## config.mk

```make
export PLATFORM = sky130hd
export DESIGN_NAME = cl_vid_to_axis
export DESIGN_NICKNAME = d
export VERILOG_FILES = /design/src/rtl/cl_video_pkg.sv /design/src/rtl/cl_sync_fifo.sv /design/src/rtl/cl_vid_to_axis.sv
export SDC_FILE = /design/constraint.sdc
export NUM_CORES = 1
export LEC_CHECK = 0
export ABC_CLOCK_PERIOD_IN_PS = 3300
export BUFFER_PORTS_ARGS = -buffer_cell sky130_fd_sc_hd__buf_2
export CORE_UTILIZATION = 35
export CTS_CLUSTER_DIAMETER = 80
export DETAILED_ROUTE_END_ITERATION = 8
export SLEW_MARGIN = 20
export SYNTH_ARGS = -nofsm -noshare
export SYNTH_HDL_FRONTEND = slang
export SYNTH_SLANG_ARGS = --single-unit
```

## constraint.sdc

```tcl
create_clock -name CL_clk -period 3.3 [get_ports CL_clk]
set_input_delay 0.66 -clock CL_clk [delete_from_list [all_inputs] [get_ports CL_clk]]
set_output_delay 0.66 -clock CL_clk [all_outputs]
set_load 0.01 [all_outputs]
```

## src/rtl/cl_video_pkg.sv

```systemverilog
// Shared definitions for the camera-link video to AXI4-Stream bridge:
// framing FSM encoding and the layout of one output FIFO entry.
package cl_video_pkg;

  // Framing states: SYNC waits for the first vblank after reset,
  // WAIT_SOF waits for the first active pixel of a frame,
  // ACTIVE streams pixels until the next vblank rise.
  typedef enum logic [1:0] {
    ST_SYNC     = 2'd0,
    ST_WAIT_SOF = 2'd1,
    ST_ACTIVE   = 2'd2
  } vid_state_e;

  // A FIFO entry is {tuser, tlast, tdata}. tdata occupies the low bits;
  // the sideband offsets below are relative to the pixel width.
  localparam int ENTRY_SIDEBAND_W = 2;
  localparam int ENTRY_TLAST_OFS  = 0;
  localparam int ENTRY_TUSER_OFS  = 1;

  // Total entry width for a given pixel width.
  function automatic int entry_width(input int data_w);
    return data_w + ENTRY_SIDEBAND_W;
  endfunction

endpackage

```

## src/rtl/cl_sync_fifo.sv

```systemverilog
// Single-clock show-ahead FIFO. The head entry is visible on rd_data_o
// whenever empty_o is low; pointers carry one extra wrap bit.
module cl_sync_fifo #(
  parameter int WIDTH = 18,
  parameter int DEPTH = 16
) (
  input  logic             clk_i,
  input  logic             rst_i,
  input  logic             wr_en_i,
  input  logic [WIDTH-1:0] wr_data_i,
  input  logic             rd_en_i,
  output logic [WIDTH-1:0] rd_data_o,
  output logic             empty_o,
  output logic             full_o
);

  localparam int AW = $clog2(DEPTH);
  localparam logic [AW:0] PTR_ONE = {{AW{1'b0}}, 1'b1};

  logic [AW:0]      wr_ptr_q, rd_ptr_q;
  logic [WIDTH-1:0] mem_q [DEPTH];
  logic             do_wr, do_rd;

  assign empty_o = (wr_ptr_q == rd_ptr_q);
  assign full_o  = (wr_ptr_q[AW] != rd_ptr_q[AW]) &&
                   (wr_ptr_q[AW-1:0] == rd_ptr_q[AW-1:0]);

  // A write into a full FIFO is only taken when the head leaves this cycle.
  assign do_rd = rd_en_i && !empty_o;
  assign do_wr = wr_en_i && (!full_o || do_rd);

  // Output is forced to zero when nothing is queued so reset shows all-zero.
  assign rd_data_o = empty_o ? '0 : mem_q[rd_ptr_q[AW-1:0]];

  // Pointer update; pointers wrap naturally through the extra MSB.
  always_ff @(posedge clk_i or posedge rst_i) begin
    if (rst_i) begin
      wr_ptr_q <= '0;
      rd_ptr_q <= '0;
    end else begin
      if (do_wr) wr_ptr_q <= wr_ptr_q + PTR_ONE;
      if (do_rd) rd_ptr_q <= rd_ptr_q + PTR_ONE;
    end
  end

  // Storage array; contents need no reset because empty gates the output.
  always_ff @(posedge clk_i) begin
    if (do_wr) mem_q[wr_ptr_q[AW-1:0]] <= wr_data_i;
  end

endmodule

```

## src/rtl/cl_vid_to_axis.sv

```systemverilog
// Camera video to AXI4-Stream bridge: frames the pixel stream, marks start
// of frame (tuser) and end of line (tlast), buffers beats in a FIFO and
// reports frame geometry plus a sticky overflow flag.
module cl_vid_to_axis
  import cl_video_pkg::*;
#(
  parameter int VID_DATA_SIZE = 16,
  parameter int FIFO_DEPTH    = 16,
  parameter int CNT_WIDTH     = 12
) (
  input  logic                     CL_clk,
  input  logic                     CL_reset,
  input  logic                     vid_active_video,
  input  logic [VID_DATA_SIZE-1:0] vid_data,
  input  logic                     vid_hblank,
  input  logic                     vid_vblank,
  output logic [VID_DATA_SIZE-1:0] m_axis_video_tdata,
  output logic                     m_axis_video_tvalid,
  input  logic                     m_axis_video_tready,
  output logic                     m_axis_video_tuser,
  output logic                     m_axis_video_tlast,
  input  logic                     clear_status,
  output logic                     overflow,
  output logic [CNT_WIDTH-1:0]     frame_width,
  output logic [CNT_WIDTH-1:0]     frame_height,
  output logic                     frame_done
);

  localparam int EW        = entry_width(VID_DATA_SIZE);
  localparam int TLAST_BIT = VID_DATA_SIZE + ENTRY_TLAST_OFS;
  localparam int TUSER_BIT = VID_DATA_SIZE + ENTRY_TUSER_OFS;
  localparam logic [CNT_WIDTH-1:0] CNT_ONE = {{(CNT_WIDTH-1){1'b0}}, 1'b1};
  localparam logic [CNT_WIDTH-1:0] CNT_MAX = '1;

  vid_state_e                state_q, state_d;
  logic                      vblank_q;
  logic                      hold_vld_q, hold_vld_d;
  logic                      hold_sof_q, hold_sof_d;
  logic [VID_DATA_SIZE-1:0]  hold_data_q, hold_data_d;
  logic [CNT_WIDTH-1:0]      pix_cnt_q, pix_cnt_d;
  logic [CNT_WIDTH-1:0]      line_cnt_q, line_cnt_d;
  logic [CNT_WIDTH-1:0]      width_q, width_d;
  logic [CNT_WIDTH-1:0]      height_q, height_d;
  logic                      done_q, done_d;
  logic                      ovf_q, ovf_d;

  logic                      vblank_rise, accept, push, push_last, pop, drop;
  logic                      frame_end, fifo_full, fifo_empty;
  logic [EW-1:0]             push_entry, pop_entry;
  logic                      hblank_unused;

  // Horizontal blank carries no framing information; active video decides.
  assign hblank_unused = vid_hblank;

  assign vblank_rise = vid_vblank && !vblank_q;
  assign accept      = vid_active_video && !vid_vblank && (state_q != ST_SYNC);
  // The held pixel leaves as soon as the next sample is known; it ends the
  // line whenever that sample is not another accepted pixel.
  assign push        = hold_vld_q;
  assign push_last   = !accept;
  assign pop         = m_axis_video_tvalid && m_axis_video_tready;
  assign drop        = push && fifo_full && !pop;
  assign frame_end   = vblank_rise && (state_q == ST_ACTIVE);

  // Framing FSM next-state logic.
  always_comb begin
    state_d = state_q;
    case (state_q)
      ST_SYNC:     if (vid_vblank) state_d = ST_WAIT_SOF;
      ST_WAIT_SOF: if (vid_active_video && !vid_vblank) state_d = ST_ACTIVE;
      ST_ACTIVE:   if (vblank_rise) state_d = ST_WAIT_SOF;
      default:     state_d = ST_SYNC;
    endcase
  end

  // Capture register, counters, frame statistics and overflow next-state.
  always_comb begin
    hold_vld_d  = accept;
    hold_sof_d  = accept && (state_q == ST_WAIT_SOF);
    hold_data_d = accept ? vid_data : hold_data_q;
    pix_cnt_d   = pix_cnt_q;
    line_cnt_d  = line_cnt_q;
    width_d     = width_q;
    height_d    = height_q;
    done_d      = frame_end;

    if (accept) begin
      if (!hold_vld_q)                pix_cnt_d = CNT_ONE;
      else if (pix_cnt_q != CNT_MAX)  pix_cnt_d = pix_cnt_q + CNT_ONE;
    end
    if (push && push_last && (line_cnt_q != CNT_MAX)) line_cnt_d = line_cnt_q + CNT_ONE;

    // The line closed by a held pixel at vblank rise is already in line_cnt_d.
    if (frame_end) begin
      width_d    = pix_cnt_q;
      height_d   = line_cnt_d;
      line_cnt_d = '0;
    end

    // Setting wins over clearing so a drop in the clear cycle is not lost.
    if (drop)              ovf_d = 1'b1;
    else if (clear_status) ovf_d = 1'b0;
    else                   ovf_d = ovf_q;

    push_entry                      = '0;
    push_entry[VID_DATA_SIZE-1:0]   = hold_data_q;
    push_entry[TLAST_BIT]           = push_last;
    push_entry[TUSER_BIT]           = hold_sof_q;
  end

  // State and datapath registers.
  always_ff @(posedge CL_clk or posedge CL_reset) begin
    if (CL_reset) begin
      state_q     <= ST_SYNC;
      vblank_q    <= 1'b0;
      hold_vld_q  <= 1'b0;
      hold_sof_q  <= 1'b0;
      hold_data_q <= '0;
      pix_cnt_q   <= '0;
      line_cnt_q  <= '0;
      width_q     <= '0;
      height_q    <= '0;
      done_q      <= 1'b0;
      ovf_q       <= 1'b0;
    end else begin
      state_q     <= state_d;
      vblank_q    <= vid_vblank;
      hold_vld_q  <= hold_vld_d;
      hold_sof_q  <= hold_sof_d;
      hold_data_q <= hold_data_d;
      pix_cnt_q   <= pix_cnt_d;
      line_cnt_q  <= line_cnt_d;
      width_q     <= width_d;
      height_q    <= height_d;
      done_q      <= done_d;
      ovf_q       <= ovf_d;
    end
  end

  cl_sync_fifo #(
    .WIDTH (EW),
    .DEPTH (FIFO_DEPTH)
  ) u_fifo (
    .clk_i     (CL_clk),
    .rst_i     (CL_reset),
    .wr_en_i   (push),
    .wr_data_i (push_entry),
    .rd_en_i   (m_axis_video_tready),
    .rd_data_o (pop_entry),
    .empty_o   (fifo_empty),
    .full_o    (fifo_full)
  );

  assign m_axis_video_tvalid = !fifo_empty;
  assign m_axis_video_tdata  = pop_entry[VID_DATA_SIZE-1:0];
  assign m_axis_video_tlast  = pop_entry[TLAST_BIT];
  assign m_axis_video_tuser  = pop_entry[TUSER_BIT];
  assign overflow            = ovf_q;
  assign frame_width         = width_q;
  assign frame_height        = height_q;
  assign frame_done          = done_q;

endmodule

```

==> results of run 1 <==
-- cells in the final DEF, fill, tap and decap left out, types with 5 or more instances in the layout --
cell type and n:
and4_1 6, buf_4 30, o21ai_0 14, dfrtp_1 79, a31oi_1 6, a21oi_1 36
o31ai_1 6, or4_1 6, nand2_1 102, nor2b_1 5, nor2_1 10, o211ai_1 9
nand4_1 6, inv_1 15, edfxtp_1 288, clkinv_2 5, clkbuf_16 40, a22oi_1 36
xnor2_1 12, buf_2 66, nor3_1 6, mux4_2 72, buf_12 6, and3_1 16
ha_1 7, clkbuf_1 7, or3_1 5, nand3_1 17, clkinv_1 10
-- how the worst max path moves through the flow --
stage / cells past startpoint / slack, ns / from / end
2_1_floorplan: 5 / 0.50 / u_fifo.wr_ptr_q[2] / u_fifo.mem_q[3][0]
5_1_grt: 5 / 0.08 / u_fifo.rd_ptr_q[1] / m_axis_video_tdata[12]
3_3_place_gp: 5 / 0.55 / u_fifo.rd_ptr_q[0] / u_fifo.mem_q[11][9]
4_1_cts: 5 / 0.004 / u_fifo.rd_ptr_q[0] / m_axis_video_tdata[1]
3_5_place_dp: 5 / 0.46 / u_fifo.rd_ptr_q[0] / u_fifo.mem_q[11][9]
6_report: 5 / 0.18 / u_fifo.rd_ptr_q[1] / m_axis_video_tlast
-- sequential cells by signal, summed over array words and instances, names as in the netlist --
name and count:
frame_done 1, frame_height 12, frame_width 12, hold_data_q 16, hold_sof_q 1, hold_vld_q 1
line_cnt_q 12, overflow 1, pix_cnt_q 12, state_q 2, u_fifo.mem_q 288, u_fifo.rd_ptr_q 5
u_fifo.wr_ptr_q 5, vblank_q 1
-- cells in the mapped netlist, drive strengths merged (2+ instances only) --
cell type	instances	area share, %
o311ai	2	0.12
and2	3	0.13
nand3	17	0.58
mux4	72	11
a211o	3	0.18
ha	7	0.59
o211ai	9	0.46
or4b	3	0.20
xnor2	12	0.71
a31oi	6	0.25
or4	6	0.31
xor2	2	0.12
nand4	6	0.25
buf	14	0.48
o31ai	6	0.31
a22oi	36	1.8
a41o	2	0.14
o21a	2	0.10
o2111ai	2	0.12
nor3	7	0.24
nand2	102	2.6
clkbuf	32	0.81
nor2	12	0.31
and4	6	0.36
nor2b	8	0.34
nor4	5	0.25
o21ai	15	0.51
inv	16	0.41
a311o	2	0.14
nand2b	3	0.13
and3	16	0.68
dfrtp	81	14
a2111o	2	0.15
mux2i	2	0.14
or3	5	0.21
a41oi	2	0.12
a21oi	36	1.2
edfxtp	288	59
mux2	2	0.15
-- worst max-delay path, stage by stage, from the launching register on --
cell and delay (ns):
dfrtp_2 0.59, buf_12 0.39, mux4_2 0.36, a22oi_1 0.21, a21oi_1 0.17, buf_2 0.17
-- metal layers --
layer  routed length (um)  global-route usage (%)  vias up
li1                     -                       -     3646
met1                14600                    20.7     4168
met4                  638                    4.17        2
met2                15500                    24.3      191
met3                 1660                    2.84       43
met5                   12                       0        -
-- stage by stage --
| stage | setup slack, ns | power, mW | cell area, sq um | util (%) | hold slack [ns] |
|---|---|---|---|---|---|
| after detailed placement | 0.463 | 9.81 | 15900 | 38.6 | 0.462 |
| after global placement | 0.548 | 9.75 | 15900 | 38.6 | 0.460 |
| final | 0.182 | 13.9 | 17200 | 41.7 | 0.235 |
| after floorplan | 0.503 | 8.45 | 14700 | - | 0.491 |
| after global routing | 0.0848 | 14.6 | 17200 | 41.7 | 0.264 |
| after CTS | 0.00420 | 14.0 | 17200 | 41.6 | 0.242 |
-- layout make-up --
cell class / count / area [sq um]
repair buffers: 104 / 714
clock inverters: 22 / 178
multi-input cells: 434 / 3830
well taps: 532 / 666
fillers: 3649 / 24000
inverters: 17 / 65.1
flip-flops and latches: 369 / 10700
clock buffers: 50 / 1060
-- kinds of logic after synthesis --
logic type | count (synthesis) | share of synthesized area [%]
DFF | 369 | 72.4
buffers and inverters | 63 | 1.72
and+or+nand+nor | 204 | 6.88
xor gates and xnor gates | 14 | 0.832
AOI/OAI and AO/OA | 133 | 6.26
adders and majority gates | 7 | 0.594
muxes | 76 | 11.3
-- timing repair --
item / 4_1_cts / 5_1_grt
buffers inserted: 0 / 4
hold endpoints to repair: 0 / 0
gates resized for setup: 0 / 2
setup endpoints to repair: 0 / 18
-- power by group through the flow --
stage / registers, mW / logic, mW / clock network (mW)
2_1_floorplan: 6.01 / 2.44 / 0
3_3_place_gp: 6.24 / 3.50 / 0
3_5_place_dp: 6.27 / 3.54 / 0
4_1_cts: 6.18 / 3.55 / 4.28
5_1_grt: 6.22 / 3.87 / 4.46
6_report: 6.14 / 3.56 / 4.19
==> impl_metrics.py, run 1 <==
metrics = {
    "global_routing": {
        "grt_pass1_wl_um": 49000,
        "grt-ovfl-total": 0,
        "grt_use_total_pct": 15.0,
        "antenna_found_initial": 2,
        "grt_max_degree": 82,
        "grt_pass1_vias": 8178,
    },
    "timing": {
        "tightest_slew_ns": 0.856,
        "final-setup-viol-count": 0,
        "fin_crit_ns": 3.12,
        "max_slew_margin_pct": 42.6,
        "setup_tns_ns": 0,
        "fmax_mhz": 321,
        "hold_viol": 0,
        "skew_ns": 0.0175,
        "rsz0062_at_grt": "false",
        "slew_viol_final": 0,
        "post-route-period-util_pct": 94.5,
    },
    "clock_tree": {
        "cts_buffers": 39,
        "clkTransAtPathRegs_ns": 0.06,
        "clock_path_buffers": 3,
        "cts_tree": "yes",
        "hold_buffers": 0,
        "clock-sinks": 369,
        "clk_latency_ns": 0.53,
        "cts_root_buf": "clkbuf_16",
        "h-tree-depth": 2,
    },
    "layout": {
        "antenna_cells": 0,
        "instances_no_fill": 1528,
        "syn_to_final_growth_pct": 16.6,
        "finalNetCount": 995,
        "drive_above_1_share_pct": 24.9,
    },
    "placed_design": {
        "numPortBuffers": 66,
        "finalWeightedCongestion": 0.811,
        "dp.cells": 1452,
        "post-dp-hpwl_um": 18800,
    },
    "synth": {
        "syn_avg_cell_area_sq_um": 17.0,
        "syn-instance-count": 866,
        "synth_edf_count": 288,
        "ys_warn_count": 0,
        "synthDistinctLibCells": 58,
        "syn_nets": 896,
        "ys_ff_latch": 369,
        "ys.flop_type": "edfxtp_1",
        "async_flop_share_pct": 22.0,
        "ys_seq_area_share_pct": 72.4,
        "synth.cell_area_sq_um": 14700,
    },
    "routing": {
        "drc": 0,
        "via_per_inst": 5.27,
        "vias": 8050,
        "finalWirelength_um": 32300,
        "wl_per_cell_um": 21.2,
        "postRouteAntennaNets": 0,
        "drtPass1Iterations": 6,
        "drtIter0Drc": 523,
    },
    "worst_setup_path": {
        "critPathKind": "reg -> out",
        "worstPathMaxFanout": 64,
        "worstPathArrival_ns": 2.46,
        "worstReg2RegStart": "u_fifo.rd_ptr_q[0]",
        "crit_path_end_kind": "output port",
        "cp_data_required_time_ns": 2.64,
        "worstSetupStartpointType": "register",
        "r2r_cells": 7,
        "r2r_end": "u_fifo.mem_q[11][9]",
        "r2r_setup_slack_ns": 0.51,
    },
    "floorplanning": {
        "die-area_sq_um": 42900,
        "dieHeight_um": 207,
        "start_util_pct": 35.8,
        "design.core.area_sq_um": 41200,
        "ios": 68,
        "std_cell_rows": 74,
        "die-width_um": 207,
    },
    "pwr": {
        "p_leak_nw": 6.13,
        "ir_drop_v": 0.000432,
        "combPwrFrac_pct": 25.6,
        "p_sw_mw": 4.17,
        "p_int_mw": 9.72,
        "p_seq_share_pct": 44.2,
        "clkPwrFrac_pct": 30.2,
        "p_per_area_nw_per_um2": 808,
        "switching_share_pct": 30.0,
    },
    "worst_hold_path": {
        "min-delay-path-class": "in -> async",
    },
    "outcome": {
        "status": "finished, final reports clean",
    },
    "job": {
        "timing.max_cap.violations": 0,
    },
}
Note: power is estimated with default switching activity, not from simulation.
==> inputs of run 2 (changes only) <==
--- a/config.mk
+++ b/config.mk
@@ -7,6 +7,7 @@
 export LEC_CHECK = 0
 export ABC_CLOCK_PERIOD_IN_PS = 3300
 export BUFFER_PORTS_ARGS = -buffer_cell sky130_fd_sc_hd__buf_2
+export CAP_MARGIN = 10
 export CORE_UTILIZATION = 35
 export CTS_CLUSTER_DIAMETER = 80
 export DETAILED_ROUTE_END_ITERATION = 8
==> constraint.sdc (replaced) <==
create_clock -name CL_clk -period 3.3 [get_ports CL_clk]
set_input_delay 0.99 -clock CL_clk [delete_from_list [all_inputs] [get_ports CL_clk]]
set_output_delay 0.99 -clock CL_clk [all_outputs]
set_load 0.02 [all_outputs]
==> run 2 against run 1 <==
The flow now finishes with violations (setup timing). Critical path depth rose by 2. Clock power barely moved. Largest cell class unchanged. Worst hold slack better by 0.23 ns. Power grew 10%. Critical endpoint is now m_axis_video_tdata[5]. Cell count is 0.85% higher. Worst setup slack lost 0.24 ns. Sequential power hardly changed. Utilization rose by 1.4 points. Critical path type unchanged. First-iteration DRC count up 24%. Final area up 3.4%.
==> impl_metrics.py, run 2 (synthesis results as in run 1) <==
metrics = {
    "global_routing": {
        "grt-ovfl-total": 0,
        "antenna_found_initial": 2,
        "grt_pass1_wl_um": 51100,
        "grt_max_degree": 57,
        "grt_use_total_pct": 15.9,
        "grt_pass1_vias": 8146,
    },
    "clock_tree": {
        "clkTransAtPathRegs_ns": 0.06,
        "hold_buffers": 0,
        "h-tree-depth": 2,
        "cts_tree": "yes",
        "cts_root_buf": "clkbuf_16",
        "clock-sinks": 369,
        "clock_path_buffers": 3,
        "cts_buffers": 39,
        "clk_latency_ns": 0.53,
    },
    "floorplanning": {
        "die-area_sq_um": 42900,
        "ios": 68,
        "design.core.area_sq_um": 41200,
        "std_cell_rows": 74,
        "start_util_pct": 35.8,
        "dieHeight_um": 207,
        "die-width_um": 207,
    },
    "pwr": {
        "p_sw_mw": 4.79,
        "p_per_area_nw_per_um2": 859,
        "switching_share_pct": 31.4,
        "p_seq_share_pct": 40.1,
        "p_int_mw": 10.5,
        "combPwrFrac_pct": 32.4,
        "clkPwrFrac_pct": 27.5,
        "p_total_mw": 15.3,
        "ir_drop_v": 0.000539,
        "p_leak_nw": 6.32,
    },
    "outcome": {
        "violations": "setup timing",
        "status": "complete, but fails checks",
    },
    "worst_setup_path": {
        "worstReg2RegStart": "u_fifo.rd_ptr_q[0]",
        "worstPathMaxFanout": 7,
        "worstPathArrival_ns": 2.37,
        "crit_path_end_kind": "output port",
        "critPathKind": "reg -> out",
        "path_cells": "buf_12, buf_12, buf_16, mux4_2, a22oi_2, a21oi_4, buf_6",
        "r2r_cells": 7,
        "r2r_end": "u_fifo.mem_q[2][14]",
        "cpPeakStageDelay_ns": 0.51,
        "cp_common_cell": "buf_12",
        "worstSetupStartpointType": "register",
        "crit_slowest_cell": "dfrtp_4",
        "cp_data_required_time_ns": 2.31,
        "r2r_setup_slack_ns": 0.75,
    },
    "placed_design": {
        "finalWeightedCongestion": 0.802,
        "numPortBuffers": 66,
        "postPlaceCellArea_sq_um": 15900,
        "dp_slack_ns": 0.468,
        "dp.cells": 1455,
        "post-dp-hpwl_um": 18900,
    },
    "worst_hold_path": {
        "min-delay-path-class": "in -> async",
    },
    "layout": {
        "largest_register_ffs": 288,
        "instances_no_fill": 1541,
        "final_cell_mix": "edfxtp_1, nand2_1, dfrtp_1",
        "finalNetCount": 1010,
        "final_common_cell": "edfxtp_1",
        "drive_above_1_share_pct": 30.0,
        "fillCellCount": 3582,
        "final_cell_area_sq_um": 17800,
        "syn_to_final_growth_pct": 20.7,
    },
    "routing": {
        "drtIter0Drc": 649,
        "drtPass1Iterations": 5,
        "wl_per_cell_um": 22.1,
        "via_per_inst": 5.31,
        "drc": 0,
        "finalWirelength_um": 34000,
        "postRouteAntennaNets": 0,
        "vias": 8183,
    },
    "timing": {
        "tightest_slew_ns": 1.04,
        "rsz0062_at_grt": "true",
        "hold_viol": 0,
        "fin_crit_ns": 3.36,
        "final-setup-viol-count": 12,
        "post-route-period-util_pct": 102,
        "fmax_mhz": 298,
        "max_slew_margin_pct": 30.5,
        "fin_ws_ns": -0.0563,
        "skew_ns": 0.0215,
        "slew_viol_final": 0,
        "whs_ns": 0.462,
    },
    "job": {
        "timing.max_cap.violations": 0,
    },
}
## run 2: changes by cell type in the layout (fill, tap and decap cells not counted), moves of 3 or more
cell,delta
buf_2,-14
buf_16,+6
a22oi_1,-27
a21oi_2,+13
clkbuf_16,+3
buf_12,+3
a21oi_1,-14
buf_6,+10
a22oi_2,+27
buf_4,+8
## run 2: worst max path at each step
| stage | startpoint | endpoint | slack, ns | depth (start not counted) |
|---|---|---|---|---|
| 2_1_floorplan | CL_reset | frame_done | 0.23 | 1 |
| 3_3_place_gp | u_fifo.rd_ptr_q[0] | m_axis_video_tuser | 0.46 | 5 |
| 3_5_place_dp | u_fifo.rd_ptr_q[0] | m_axis_video_tuser | 0.47 | 5 |
| 4_1_cts | u_fifo.rd_ptr_q[0] | m_axis_video_tdata[5] | -0.06 | 7 |
| 5_1_grt | u_fifo.rd_ptr_q[0] | m_axis_video_tdata[5] | -0.12 | 7 |
| 6_report | u_fifo.rd_ptr_q[0] | m_axis_video_tdata[5] | -0.06 | 7 |
## run 2: layout make-up
cell class,count,area [sq um],share of cell area [%]
inverters,17,65.1,0.366
diodes,1,2.50,0.0141
repair buffers,119,1090,6.14
clock buffers,51,1080,6.09
well taps,532,666,3.74
multi-input cells,434,4050,22.8
clock inverters,18,145,0.816
flip-flops and latches,369,10700,60.0
## run 2: metal layers
layer | part of all wire (%) | GRT usage [%] | vias to the layer above
met1 | 45 | 22.7 | 4260
met5 | 0.024 | 0 | -
met2 | 48 | 25.3 | 200
li1 | - | - | 3679
met3 | 5.3 | 2.68 | 42
met4 | 1.6 | 3.73 | 2
## run 2: metrics by stage
stage | TNS [ns] | utilization, %
after floorplan | 0 | -
after global placement | 0 | 38.6
after detailed placement | 0 | 38.6
after CTS | -0.709 | 42.9
after global routing | -1.43 | 43.2
final | -0.271 | 43.2
## run 2: worst max-delay path, delay by kind of cell (launching register included)
family / cells / cell delay [ns]
DFF: 1 / 0.51
muxes: 1 / 0.43
buffers and inverters: 4 / 0.57
AOI/OAI and AO/OA: 2 / 0.33
## run 2: power by group through the flow
stage | Clock [mW] | Sequential [mW] | Combinational, mW
after floorplan | 0 | 6.06 | 2.63
after global placement | 0 | 6.18 | 3.87
after detailed placement | 0 | 6.21 | 3.90
after CTS | 4.29 | 6.12 | 4.84
after global routing | 4.48 | 6.20 | 5.28
final | 4.20 | 6.13 | 4.95
## run 2: repair_timing
action,in CTS,in global routing
gates resized for setup,55,26
setup buffers,7,4
pin swaps,23,7
endpoints found under the setup margin,13,19
cloned,6,2
==> inputs of run 3 (changes only) <==
--- a/config.mk
+++ b/config.mk
@@ -11,6 +11,7 @@
 export CORE_UTILIZATION = 35
 export CTS_CLUSTER_DIAMETER = 80
 export DETAILED_ROUTE_END_ITERATION = 8
+export GPL_TIMING_DRIVEN = 0
 export SLEW_MARGIN = 20
 export SYNTH_ARGS = -nofsm -noshare
 export SYNTH_HDL_FRONTEND = slang
==> run 3 against run 2 <==
The flow still finishes with violations (setup timing). First-iteration DRC count rose by 4.9%. Largest cell class unchanged. Non-clock buffer count rose by 5. Clock power down 4%.
==> impl_metrics.py, run 3 (synthesis results as in run 1) <==
metrics = {
    "routing": {
        "drtIter0Drc": 681,
        "drtPass1Iterations": 5,
        "wl_per_cell_um": 21.5,
        "finalWirelength_um": 33200,
        "postRouteAntennaNets": 0,
        "via_per_inst": 5.26,
        "vias": 8129,
        "drc": 0,
    },
    "timing": {
        "tightest_slew_ns": 1.10,
        "fin_crit_ns": 3.36,
        "hold_viol": 0,
        "whs_ns": 0.481,
        "rsz0062_at_grt": "true",
        "post-route-period-util_pct": 102,
        "final-setup-viol-count": 6,
        "setup_tns_ns": -0.146,
        "max_slew_margin_pct": 26.9,
        "slew_viol_final": 0,
        "fin_ws_ns": -0.0562,
        "skew_ns": 0.0181,
        "fmax_mhz": 298,
    },
    "placed_design": {
        "dp.cells": 1467,
        "finalWeightedCongestion": 0.811,
        "dp_slack_ns": -0.532,
        "post-dp-hpwl_um": 21000,
        "numPortBuffers": 66,
        "postPlaceCellArea_sq_um": 15800,
    },
    "layout": {
        "antenna_cells": 0,
        "utilization_pct": 42.6,
        "final_cell_area_sq_um": 17600,
        "finalNetCount": 1015,
        "final_cell_mix": "edfxtp_1, nand2_1, dfrtp_1",
        "syn_to_final_growth_pct": 19.1,
        "drive_above_1_share_pct": 29.6,
        "final_common_cell": "edfxtp_1",
        "largest_register_ffs": 288,
        "instances_no_fill": 1546,
    },
    "clock_tree": {
        "cts_tree": "yes",
        "h-tree-depth": 2,
        "clkTransAtPathRegs_ns": 0.07,
        "clock_path_buffers": 3,
        "cts_buffers": 39,
        "clk_latency_ns": 0.53,
        "clock-sinks": 369,
        "cts_root_buf": "clkbuf_16",
        "hold_buffers": 0,
    },
    "worst_setup_path": {
        "worstReg2RegStart": "u_fifo.rd_ptr_q[0]",
        "r2r_setup_slack_ns": 0.28,
        "r2r_end": "u_fifo.mem_q[12][6]",
        "critPathKind": "reg -> out",
        "r2r_cells": 7,
        "worstPathArrival_ns": 2.37,
        "cp_data_required_time_ns": 2.31,
        "crit_path_end_kind": "output port",
        "worstPathMaxFanout": 8,
        "worstSetupStartpointType": "register",
    },
    "outcome": {
        "violations": "setup timing",
        "status": "complete, but fails checks",
    },
    "global_routing": {
        "antenna_found_initial": 4,
        "grt_pass1_vias": 8423,
        "grt_pass1_wl_um": 51500,
        "grt_use_total_pct": 15.6,
        "grt_max_degree": 48,
        "grt-ovfl-total": 0,
    },
    "worst_hold_path": {
        "min-delay-path-class": "reg -> reg",
        "whs_endpoint": "frame_width[8]",
        "min_from": "frame_width[8]",
        "hold-path-cell-count": 2,
    },
    "job": {
        "timing.max_cap.violations": 0,
    },
    "pwr": {
        "p_total_mw": 15.0,
        "ir_drop_v": 0.000381,
        "p_leak_nw": 6.19,
        "p_per_area_nw_per_um2": 853,
    },
    "floorplanning": {
        "ios": 68,
        "die-width_um": 207,
        "dieHeight_um": 207,
        "start_util_pct": 35.8,
        "die-area_sq_um": 42900,
        "std_cell_rows": 74,
        "design.core.area_sq_um": 41200,
    },
}
## run 3: cell count changes in the layout (fill, tap and decap cells not counted), sizes merged
cell / delta
inv: +1
diode: -1
clkbuf: +28
clkinvlp: -2
buf: -21
bufinv: -1
clkinv: +1
## run 3: worst max-delay path by stage
stage                                    from                     end  cells past startpoint
after floorplan                      CL_reset              frame_done                      1
after global placement    m_axis_video_tready      u_fifo.mem_q[3][0]                      4
after detailed placement   u_fifo.wr_ptr_q[2]  m_axis_video_tdata[13]                      7
after CTS                  u_fifo.rd_ptr_q[0]   m_axis_video_tdata[1]                      6
after global routing       u_fifo.rd_ptr_q[0]   m_axis_video_tdata[5]                      7
final                      u_fifo.rd_ptr_q[0]   m_axis_video_tdata[5]                      7
## run 3: layer usage
metal	vias up	track usage [%]	routed length, um
met1	4216	21.2	14800
met5	-	0	41
li1	3679	-	-
met3	39	3.10	1750
met4	6	3.42	380
met2	189	26.2	16300
## run 3: final cells by class
type                       instances  area (sq um)
buffer                            41           392
clock buffer                      53          1030
clock inverter                    17           135
fill                            3586         23600
inverter                          17          66.3
multi-input combinational        434          4070
sequential                       369         10700
tap                              532           666
timing repair buffer              83           524
## run 3: timing repair
action | CTS | global route
gates resized for setup | 114 | 33
setup buffers | 6 | 8
pin swaps | 8 | 15
setup endpoints to repair | 19 | 19
## run 3: power breakdown
group          leakage (nW)  switching [mW]  internal, mW
combinational          1.96            2.57          2.22
sequential             3.66           0.518          5.62
clock                 0.563            1.76          2.28
## run 3: critical path, stage by stage (launching register included)
cell,delay [ns]
dfrtp_2,0.40
buf_12,0.16
buf_12,0.15
buf_12,0.13
mux4_2,0.50
a22oi_2,0.21
a21oi_2,0.10
buf_2,0.17
